[config.mk]
export PLATFORM = sky130hd
export DESIGN_NAME = axi_burst_master
export DESIGN_NICKNAME = d
export VERILOG_FILES = /design/src/rtl/axi_burst_master.sv
export SDC_FILE = /design/constraint.sdc
export NUM_CORES = 1
export LEC_CHECK = 0
export ABC_CLOCK_PERIOD_IN_PS = 4300
export CAP_MARGIN = 20
export CORE_MARGIN = 4
export CORE_UTILIZATION = 35
export DETAILED_ROUTE_END_ITERATION = 10
export PLACE_DENSITY = 0.67
export SYNTH_ARGS = -nofsm -noshare
export SYNTH_HDL_FRONTEND = slang
export SYNTH_SLANG_ARGS = --single-unit
export TNS_END_PERCENT = 1
[constraint.sdc]
create_clock -name clk -period 4.3 [get_ports clk]
set_clock_uncertainty 0.15 [all_clocks]
set_input_delay 1.075 -clock clk [delete_from_list [all_inputs] [get_ports clk]]
set_output_delay 1.075 -clock clk [all_outputs]
set_load 0.05 [all_outputs]
[src/rtl/axi_burst_master.sv]
// Burst master: turns one requester command into AR/R or AW/W/B traffic on the 8-bit memory slave bus.
// Latency: accept to ARVALID/AWVALID 1 cycle; R beat to rd_valid 1 cycle; done 1 cycle after the last R beat or B.
// Backpressure: cmd_ready only in IDLE; write beats stall on WREADY; rd_* cannot stall; any bus wait aborts after TIMEOUT cycles.
module axi_burst_master #(
    parameter int TIMEOUT = 64
) (
    input  logic        clk,
    input  logic        rst,
    input  logic        cmd_valid,
    output logic        cmd_ready,
    input  logic        cmd_write,
    input  logic [7:0]  cmd_addr,
    input  logic [3:0]  cmd_len,
    input  logic [3:0]  cmd_id,
    input  logic [7:0]  wr_data,
    input  logic        wr_valid,
    output logic        wr_ready,
    output logic [7:0]  rd_data,
    output logic        rd_err,
    output logic        rd_valid,
    output logic        rd_last,
    output logic        done,
    output logic [4:0]  done_resp,
    output logic        ARVALID,
    output logic [15:0] ARPKT,
    input  logic        ARREADY,
    input  logic        RVALID,
    output logic        RREADY,
    input  logic        RLAST,
    input  logic [8:0]  RDATA,
    output logic        AWVALID,
    output logic [11:0] AWPKT,
    input  logic        AWREADY,
    output logic        WVALID,
    input  logic        WREADY,
    output logic        WLAST,
    output logic [7:0]  WDATA,
    input  logic        BVALID,
    output logic        BREADY,
    input  logic [4:0]  BRESP
);

    typedef enum logic [2:0] {
        IDLE, AR_REQ, R_DATA, AW_REQ, W_DATA, B_WAIT, DONE
    } state_t;

    // Latched command; the direction only steers the first transition, so it is not kept.
    typedef struct packed {
        logic [7:0] addr;
        logic [3:0] len;
        logic [3:0] id;
    } cmd_t;

    localparam int TW = $clog2(TIMEOUT + 1);

    state_t        state;
    cmd_t          cmd_q;
    logic [3:0]    beat_cnt;
    logic          err;
    logic [TW-1:0] tmo_cnt;

    logic in_w;
    logic wait_st;
    logic hs_now;
    logic tmo_hit;
    logic r_hs;
    logic w_hs;
    logic r_last_beat;

    assign cmd_ready   = (state == IDLE);
    assign ARPKT       = {cmd_q.addr, cmd_q.len, cmd_q.id};
    assign AWPKT       = {cmd_q.addr, cmd_q.id};

    // Write beats pass straight through, gated so nothing leaks outside W_DATA.
    assign in_w        = (state == W_DATA);
    assign WVALID      = in_w & wr_valid;
    assign wr_ready    = in_w & WREADY;
    assign WDATA       = in_w ? wr_data : 8'h00;
    assign WLAST       = in_w && ((beat_cnt + 4'd1) == cmd_q.len);

    assign r_hs        = RVALID && RREADY;
    assign w_hs        = WVALID && WREADY;
    assign r_last_beat = RLAST || ((beat_cnt + 4'd1) == cmd_q.len);
    assign tmo_hit     = (tmo_cnt == TW'(TIMEOUT - 1));

    // Flag the bus-wait states and whether the awaited handshake happens this cycle.
    always_comb begin
        wait_st = 1'b0;
        hs_now  = 1'b0;
        case (state)
            AR_REQ:  begin wait_st = 1'b1; hs_now = ARVALID && ARREADY; end
            R_DATA:  begin wait_st = 1'b1; hs_now = r_hs;               end
            AW_REQ:  begin wait_st = 1'b1; hs_now = AWVALID && AWREADY; end
            W_DATA:  begin wait_st = 1'b1; hs_now = w_hs;               end
            B_WAIT:  begin wait_st = 1'b1; hs_now = BVALID && BREADY;   end
            default: ;
        endcase
    end

    // Command FSM with registered bus controls, requester strobes and timeout abort.
    always_ff @(posedge clk or negedge rst) begin
        if (!rst) begin
            state     <= IDLE;
            cmd_q     <= '0;
            beat_cnt  <= '0;
            err       <= 1'b0;
            tmo_cnt   <= '0;
            ARVALID   <= 1'b0;
            AWVALID   <= 1'b0;
            RREADY    <= 1'b0;
            BREADY    <= 1'b0;
            rd_data   <= '0;
            rd_err    <= 1'b0;
            rd_valid  <= 1'b0;
            rd_last   <= 1'b0;
            done      <= 1'b0;
            done_resp <= '0;
        end else begin
            rd_valid <= 1'b0;
            rd_last  <= 1'b0;
            done     <= 1'b0;

            if (wait_st && !hs_now && tmo_hit) begin
                // Slave went quiet: release the bus and report the command as failed.
                ARVALID   <= 1'b0;
                AWVALID   <= 1'b0;
                RREADY    <= 1'b0;
                BREADY    <= 1'b0;
                tmo_cnt   <= '0;
                state     <= DONE;
                done      <= 1'b1;
                done_resp <= {1'b1, cmd_q.id};
            end else begin
                // Every handshake restarts the wait; entry to each wait state is itself a handshake edge.
                if (hs_now || !wait_st)
                    tmo_cnt <= '0;
                else
                    tmo_cnt <= tmo_cnt + TW'(1);

                case (state)
                    IDLE: begin
                        if (cmd_valid) begin
                            cmd_q    <= '{addr: cmd_addr, len: cmd_len, id: cmd_id};
                            beat_cnt <= '0;
                            err      <= 1'b0;
                            if (cmd_len == 4'd0) begin
                                state     <= DONE;
                                done      <= 1'b1;
                                done_resp <= {1'b1, cmd_id};
                            end else if (cmd_write) begin
                                state   <= AW_REQ;
                                AWVALID <= 1'b1;
                            end else begin
                                state   <= AR_REQ;
                                ARVALID <= 1'b1;
                            end
                        end
                    end
                    AR_REQ: begin
                        // ARVALID falls on the same edge RREADY rises, so the slave sees them disjoint.
                        if (ARREADY) begin
                            ARVALID <= 1'b0;
                            RREADY  <= 1'b1;
                            state   <= R_DATA;
                        end
                    end
                    R_DATA: begin
                        if (r_hs) begin
                            rd_data  <= RDATA[8:1];
                            rd_err   <= RDATA[0];
                            rd_valid <= 1'b1;
                            beat_cnt <= beat_cnt + 4'd1;
                            err      <= err | RDATA[0];
                            if (r_last_beat) begin
                                rd_last   <= 1'b1;
                                RREADY    <= 1'b0;
                                state     <= DONE;
                                done      <= 1'b1;
                                done_resp <= {err | RDATA[0], cmd_q.id};
                            end
                        end
                    end
                    AW_REQ: begin
                        if (AWREADY) begin
                            AWVALID <= 1'b0;
                            state   <= W_DATA;
                        end
                    end
                    W_DATA: begin
                        if (w_hs) begin
                            beat_cnt <= beat_cnt + 4'd1;
                            if (WLAST) begin
                                BREADY <= 1'b1;
                                state  <= B_WAIT;
                            end
                        end
                    end
                    B_WAIT: begin
                        // A response tagged with someone else's ID counts as an error too.
                        if (BVALID) begin
                            BREADY    <= 1'b0;
                            state     <= DONE;
                            done      <= 1'b1;
                            done_resp <= {err | BRESP[4] | (BRESP[3:0] != cmd_q.id), cmd_q.id};
                        end
                    end
                    DONE: begin
                        err      <= 1'b0;
                        beat_cnt <= '0;
                        state    <= IDLE;
                    end
                    default: state <= IDLE;
                endcase
            end
        end
    end

endmodule

==> out/metrics.yaml, run 1 <==
power:
  vdd_ir_drop_max_v: 0.000484
  p_sw_mw: 1.71
  p_seq_share_pct: 26.1
  p_comb_share_pct: 65.2
  p_per_area_nw_per_um2: 865
  p_total_mw: 3.35
  clockPowerShare_pct: 8.7
  cellLeakagePower_nw: 1.64
  intPower_mw: 1.64
  power.share.switching_pct: 51.1
global_route:
  first_global_vias: 2212
  grt_first_pass_wirelength_mm: 11.2
  antenna_found_initial: 0
  groute.usage.overall_pct: 15.5
  grt_overflow: 0
  grt_max_degree: 31
min_path:
  hp-start: "tmo_cnt[0]$_DFF_PN0_"
  whs_path_depth: 1
  hold_path.class: "register to register"
  min_to: "tmo_cnt[0]$_DFF_PN0_"
layout:
  post-route-util_pct: 52.3
  nets: 389
  layout.cells.non_filler: 438
  synthToLayoutAreaGrowth_pct: 42.9
  drive_above_1_share_pct: 15.3
  antennaDiodeCount: 0
  n_fill_cell: 665
  final_area_sq_um: 3870
detailed_routing:
  vias: 2132
  drtIter0Drc: 92
  ant_nets: 0
  drtPass1Iterations: 4
  wl_mm: 6.79
  avgViaCountPerCell: 4.87
  drc: 0
  post_drt_wl_per_cell_microns: 15.5
run_status:
  status: "finished, final reports clean"
setup_path:
  worstPathArrival_ps: 2650
  path_class: "input pin to output pin"
  start_kind: "input pin"
  path_max_fanout: 4
  regToRegStartpoint: "state[2]$_DFFE_PN0P_"
  required_ps: 3070
  ff2ff_setup_slack_ps: 1430
  r2r_cells: 5
  reg2reg_to: "done_resp[0]$_DFFE_PN0P_"
  cp-end-kind: "output pin"
clock_network:
  cts.hold.buffers_added: 0
  worstSkewPairLatency_ps: 300
  cts_tree: "built"
  cts.sinks: 52
  postCtsResizedCells: 0
  postCtsSetupBuffers: 0
  clk_pin_slew_ps: 90
  cts_root_buffer: "clkbuf_8"
  clock_path_buffers: 2
  cts_buffers: 5
  htree_levels: 2
timing:
  drv_slew: 0
  finalCritPeriodShare_pct: 90.0
  setup_viol: 0
  worst_slew_pin_slew_ps: 869
  slew_headroom_pct: 42.1
  rsz0062_at_grt: "false"
  period_needed_ps: 3870
  setup_tns_ps: 0
  max_freq_mhz: 258
  hold_viol: 0
logic_synthesis:
  synth-seq-cells: 52
  synth_flop_cell: "dfrtp_1"
  yosysSeqAreaShare_pct: 48.0
  synthMostInstantiatedCell: "dfrtp_1"
  ys_warn_count: 0
  synth_fp_nets: 295
  ys_async_sr_fraction_pct: 100
  synthTopCellsByCount: "52 x dfrtp_1, 29 x mux2_2, 17 x nor2_1"
  synthTopCellsByArea: "dfrtp_1 48%, mux2_2 12%, buf_4 3.6%"
  synth_cell_types: 47
  syn_area_sq_um: 2710
  syn_inst: 244
  synth_top_area_share_pct: 48.0
  synth-edff-count: 0
  avgSynthCellArea_sq_um: 11.1
  synth_largest_area_cell: "dfrtp_1"
floorplanning:
  die_h_microns: 96.0
  dieArea_sq_um: 9220
  chipWidth_microns: 96.0
  start_util_pct: 36.6
  io_pins: 110
  num_rows: 31
  core_area_sq_um: 7410
placement:
  dp_hpwl_mm: 5.14
  dpl-instance-area_sq_um: 3780
  place_congestion: 0.802
  portBuffers: 109
  placed_cells: 430
job:
  max-cap-violations: 0
how the worst max path moves through the flow:
stage | start | to | slack [ps] | cells past startpoint
2_1_floorplan | beat_cnt[0]$_DFFE_PN0P_ | WLAST | 540 | 4
3_3_place_gp | wr_valid | WVALID | 440 | 3
3_5_place_dp | wr_valid | WVALID | 430 | 3
4_1_cts | wr_valid | WVALID | 430 | 3
5_1_grt | state[1]$_DFFE_PN0P_ | WDATA[0] | 370 | 3
6_report | wr_valid | WVALID | 430 | 3
logic make-up (layout without fill, tap and decap cells):
logic type                 count (synthesis)  count (layout)  share of synthesized area [%]
AOI/OAI and AO/OA                         40              40                           10.2
buffers and inverters                     31             126                           6.83
and+or+nand+nor                           69              69                           13.5
xor gates and xnor gates                  14              14                           5.03
DFF                                       52              52                           48.0
muxes                                     36              36                           15.6
adders and majority gates                  2               2                          0.923
critical path, stage by stage:
cell and delay (ps):
clkdlybuf4s50_1 450, and4bb_2 290, clkdlybuf4s50_1 830
sequential cells by signal (all words and copies together) (netlist names), 3 cells and up:
name       cells
state          3
ARPKT         16
done_resp      5
beat_cnt       4
rd_data        8
tmo_cnt        7
cells in the final DEF, fill, tap and decap left out, types with 2 or more instances in the layout:
master             n
a211o_1            2
nand3_1            4
o21ai_0           10
nand3b_1           2
nor2_1            17
a22oi_1            2
and3_1            10
o31ai_1            3
a21o_1             2
ha_1               2
inv_1              6
a31oi_1            6
mux2_2            29
nor4_1             2
xor2_1             5
dfrtp_1           52
clkdlybuf4s50_1  108
mux2i_1            2
mux2_4             5
xnor2_1            8
clkbuf_8           6
or2_2              2
a21oi_1            6
nor3_1             7
and2_1             3
or3_1              2
nand2_1           13
buf_4              3
power by group through the flow:
stage / registers, mW / logic [mW] / clock network (mW)
floorplan: 1.40 / 1.06 / 0
global placement: 0.879 / 2.19 / 0
detailed placement: 0.884 / 2.19 / 0
CTS: 0.876 / 2.20 / 0.305
global route: 0.913 / 2.31 / 0.326
finish: 0.874 / 2.18 / 0.293
stage by stage:
step	worst slack, ps	hold slack, ps
final	429	321
after global routing	369	341
after CTS	426	323
after detailed placement	432	311
after global placement	444	303
after floorplan	543	280
layout make-up:
| class | instances | area [sq um] | area share (%) |
|---|---|---|---|
| Clock buffer | 7 | 86.3 | 2.23 |
| Sequential cell | 52 | 1300 | 33.6 |
| Tap cell | 99 | 124 | 3.20 |
| Multi-Input combinational cell | 161 | 1220 | 31.6 |
| Inverter | 6 | 22.5 | 0.581 |
| Clock inverter | 1 | 7.51 | 0.194 |
| Timing Repair Buffer | 112 | 1110 | 28.6 |
layer usage:
metal / wire, microns / up-vias / GRT usage (%)
li1: - / 1045 / -
met1: 3060 / 1007 / 21.8
met2: 3190 / 73 / 23.8
met3: 486 / 7 / 4.30
met4: 59 / 0 / 3.67
met5: 0 / - / 0
Note: power is estimated with default switching activity, not from simulation.
==> run 2: changes to the inputs <==
- SKIP_LAST_GASP: unset -> 1
==> results of run 2 <==
No change in the layout: final DEF, timing and power equal those of run 1.
==> run 3: changes to the inputs <==
- MAX_ROUTING_LAYER: unset -> met4
==> run 3 against run 2 <==
Against the previous run:
- hold slack about the same
- clock power about the same
- first-iteration DRC count decreased by 15%
- sequential share of layout area unchanged
==> out/metrics.yaml, run 3 (same netlist as run 1, synthesis figures left out) <==
clock_network:
  cts.hold.buffers_added: 0
  cts_buffers: 5
  postCtsSetupBuffers: 0
  htree_levels: 2
  clk_pin_slew_ps: 90
  cts_root_buffer: "clkbuf_8"
  worstSkewPairLatency_ps: 300
  cts.sinks: 52
  cts_tree: "built"
  postCtsResizedCells: 0
  clock_path_buffers: 2
global_route:
  grt_overflow: 0
  top_usage_layer: "met2"
  grt.met3_usage_pct: 3.60
  grt_max_degree: 31
  first_global_vias: 2221
  grt_first_pass_wirelength_mm: 11.1
  use_met2_pct: 23.9
  antenna_found_initial: 0
  groute.usage.overall_pct: 16.0
  grt_util_met1_pct: 22.0
detailed_routing:
  drc: 0
  wl_mm: 6.79
  ant_nets: 0
  vias: 2161
  post_drt_wl_per_cell_microns: 15.5
  avgViaCountPerCell: 4.93
  drtIter0Drc: 78
  drtPass1Iterations: 4
setup_path:
  path_delay_family: "buffers and inverters"
  critPathMaxStageDelay_ps: 830
  crit_path_frequent_cell: "clkdlybuf4s50_1"
  path_class: "input pin to output pin"
  required_ps: 3070
  worstPathArrival_ps: 2650
  start_kind: "input pin"
  regToRegStartpoint: "state[2]$_DFFE_PN0P_"
  path_cells: "clkdlybuf4s50_1 -> and4bb_2 -> clkdlybuf4s50_1"
  cp_slowest_cell: "clkdlybuf4s50_1"
  cp_num_buf_inv: 2
  cp-end-kind: "output pin"
  path_max_fanout: 4
  critPathLaunch: "wr_valid"
job:
  max-cap-violations: 0
timing:
  period_needed_ps: 3880
  finalCritPeriodShare_pct: 90.2
  rsz0062_at_grt: "false"
  hold_slack_ps: 321
  worst_slack_ps: 422
  setup_viol: 0
  setup_tns_ps: 0
  drv_slew: 0
  worst_slew_pin_slew_ps: 860
  max_freq_mhz: 258
  hold_viol: 0
  slew_headroom_pct: 42.6
floorplanning:
  die_h_microns: 96.0
  core_area_sq_um: 7410
  dieArea_sq_um: 9220
  num_rows: 31
  start_util_pct: 36.6
  io_pins: 110
  chipWidth_microns: 96.0
placement:
  place_congestion: 0.813
  placed_cells: 430
  dp_hpwl_mm: 5.14
  portBuffers: 109
  pre_cts_ws_ps: 432
min_path:
  hold_path.class: "register to register"
  hp-start: "tmo_cnt[0]$_DFF_PN0_"
layout:
  antennaDiodeCount: 0
  n_fill_cell: 665
  layout.cells.non_filler: 438
  synthToLayoutAreaGrowth_pct: 42.9
  largest_register_ffs: 16
  nets: 389
  multi_input_area_sq_um: 1220
  drive_above_1_share_pct: 15.3
  register_area_sq_um: 1300
  layout_commonest_cell: "clkdlybuf4s50_1"
  final_cell_mix: "108 x clkdlybuf4s50_1, 52 x dfrtp_1, 29 x mux2_2, 17 x nor2_1, 13 x nand2_1"
run_status:
  status: "finished, final reports clean"
power:
  p_total_mw: 3.35
  p_per_area_nw_per_um2: 865
  vdd_ir_drop_max_v: 0.000485
  cellLeakagePower_nw: 1.64
run 3: cell counts in the layout (fill, tap and decap cells not counted):
Identical to the previous run, type by type.
run 3: through the flow:
stage / util [%] / instance area [sq um]
2_1_floorplan: - / 2710
3_5_place_dp: 51.0 / 3780
4_1_cts: 52.3 / 3870
6_report: 52.3 / 3870
5_1_grt: 52.3 / 3870
3_3_place_gp: 51.0 / 3780
run 3: layout make-up:
class,instances,share of cell area [%]
Clock buffer,7,2.23
Clock inverter,1,0.194
Inverter,6,0.581
Multi-Input combinational cell,161,31.6
Sequential cell,52,33.6
Tap cell,99,3.20
Timing Repair Buffer,112,28.6
run 3: worst paths after layout:
| kind | endpoint | slack, ps | cells past startpoint |
|---|---|---|---|
| max | WVALID | 420 | 3 |
| min | tmo_cnt[0]$_DFF_PN0_ | 320 | 1 |
| max reg2reg | done_resp[0]$_DFFE_PN0P_ | 1430 | 5 |
| min reg2reg | tmo_cnt[0]$_DFF_PN0_ | 320 | 1 |
| max in group asynchronous | rd_err$_DFFE_PN0P_ | 2630 | 2 |
| min in group asynchronous | AWVALID$_DFFE_PN0P_ | 590 | 1 |
run 3: worst reg2reg max path, cell delays in order (launching register included):
cell and delay (ps):
dfrtp_1 630, or3b_1 590, a2bb2oi_2 240, a31oi_1 480, mux2_2 410, mux2_4 250
run 3: per-layer routing:
layer / wire length (microns) / vias to the layer above
li1: - / 1042
met1: 3150 / 1044
met2: 3240 / 70
met3: 370 / 5
met4: 31 / 0
met5: 0 / -
run 3: power breakdown:
group          switching (mW)  total [mW]  internal [mW]  leakage, nW
registers               0.188       0.875          0.688        0.653
clock network           0.160       0.291          0.131       0.0445
logic                    1.36        2.18          0.819        0.947
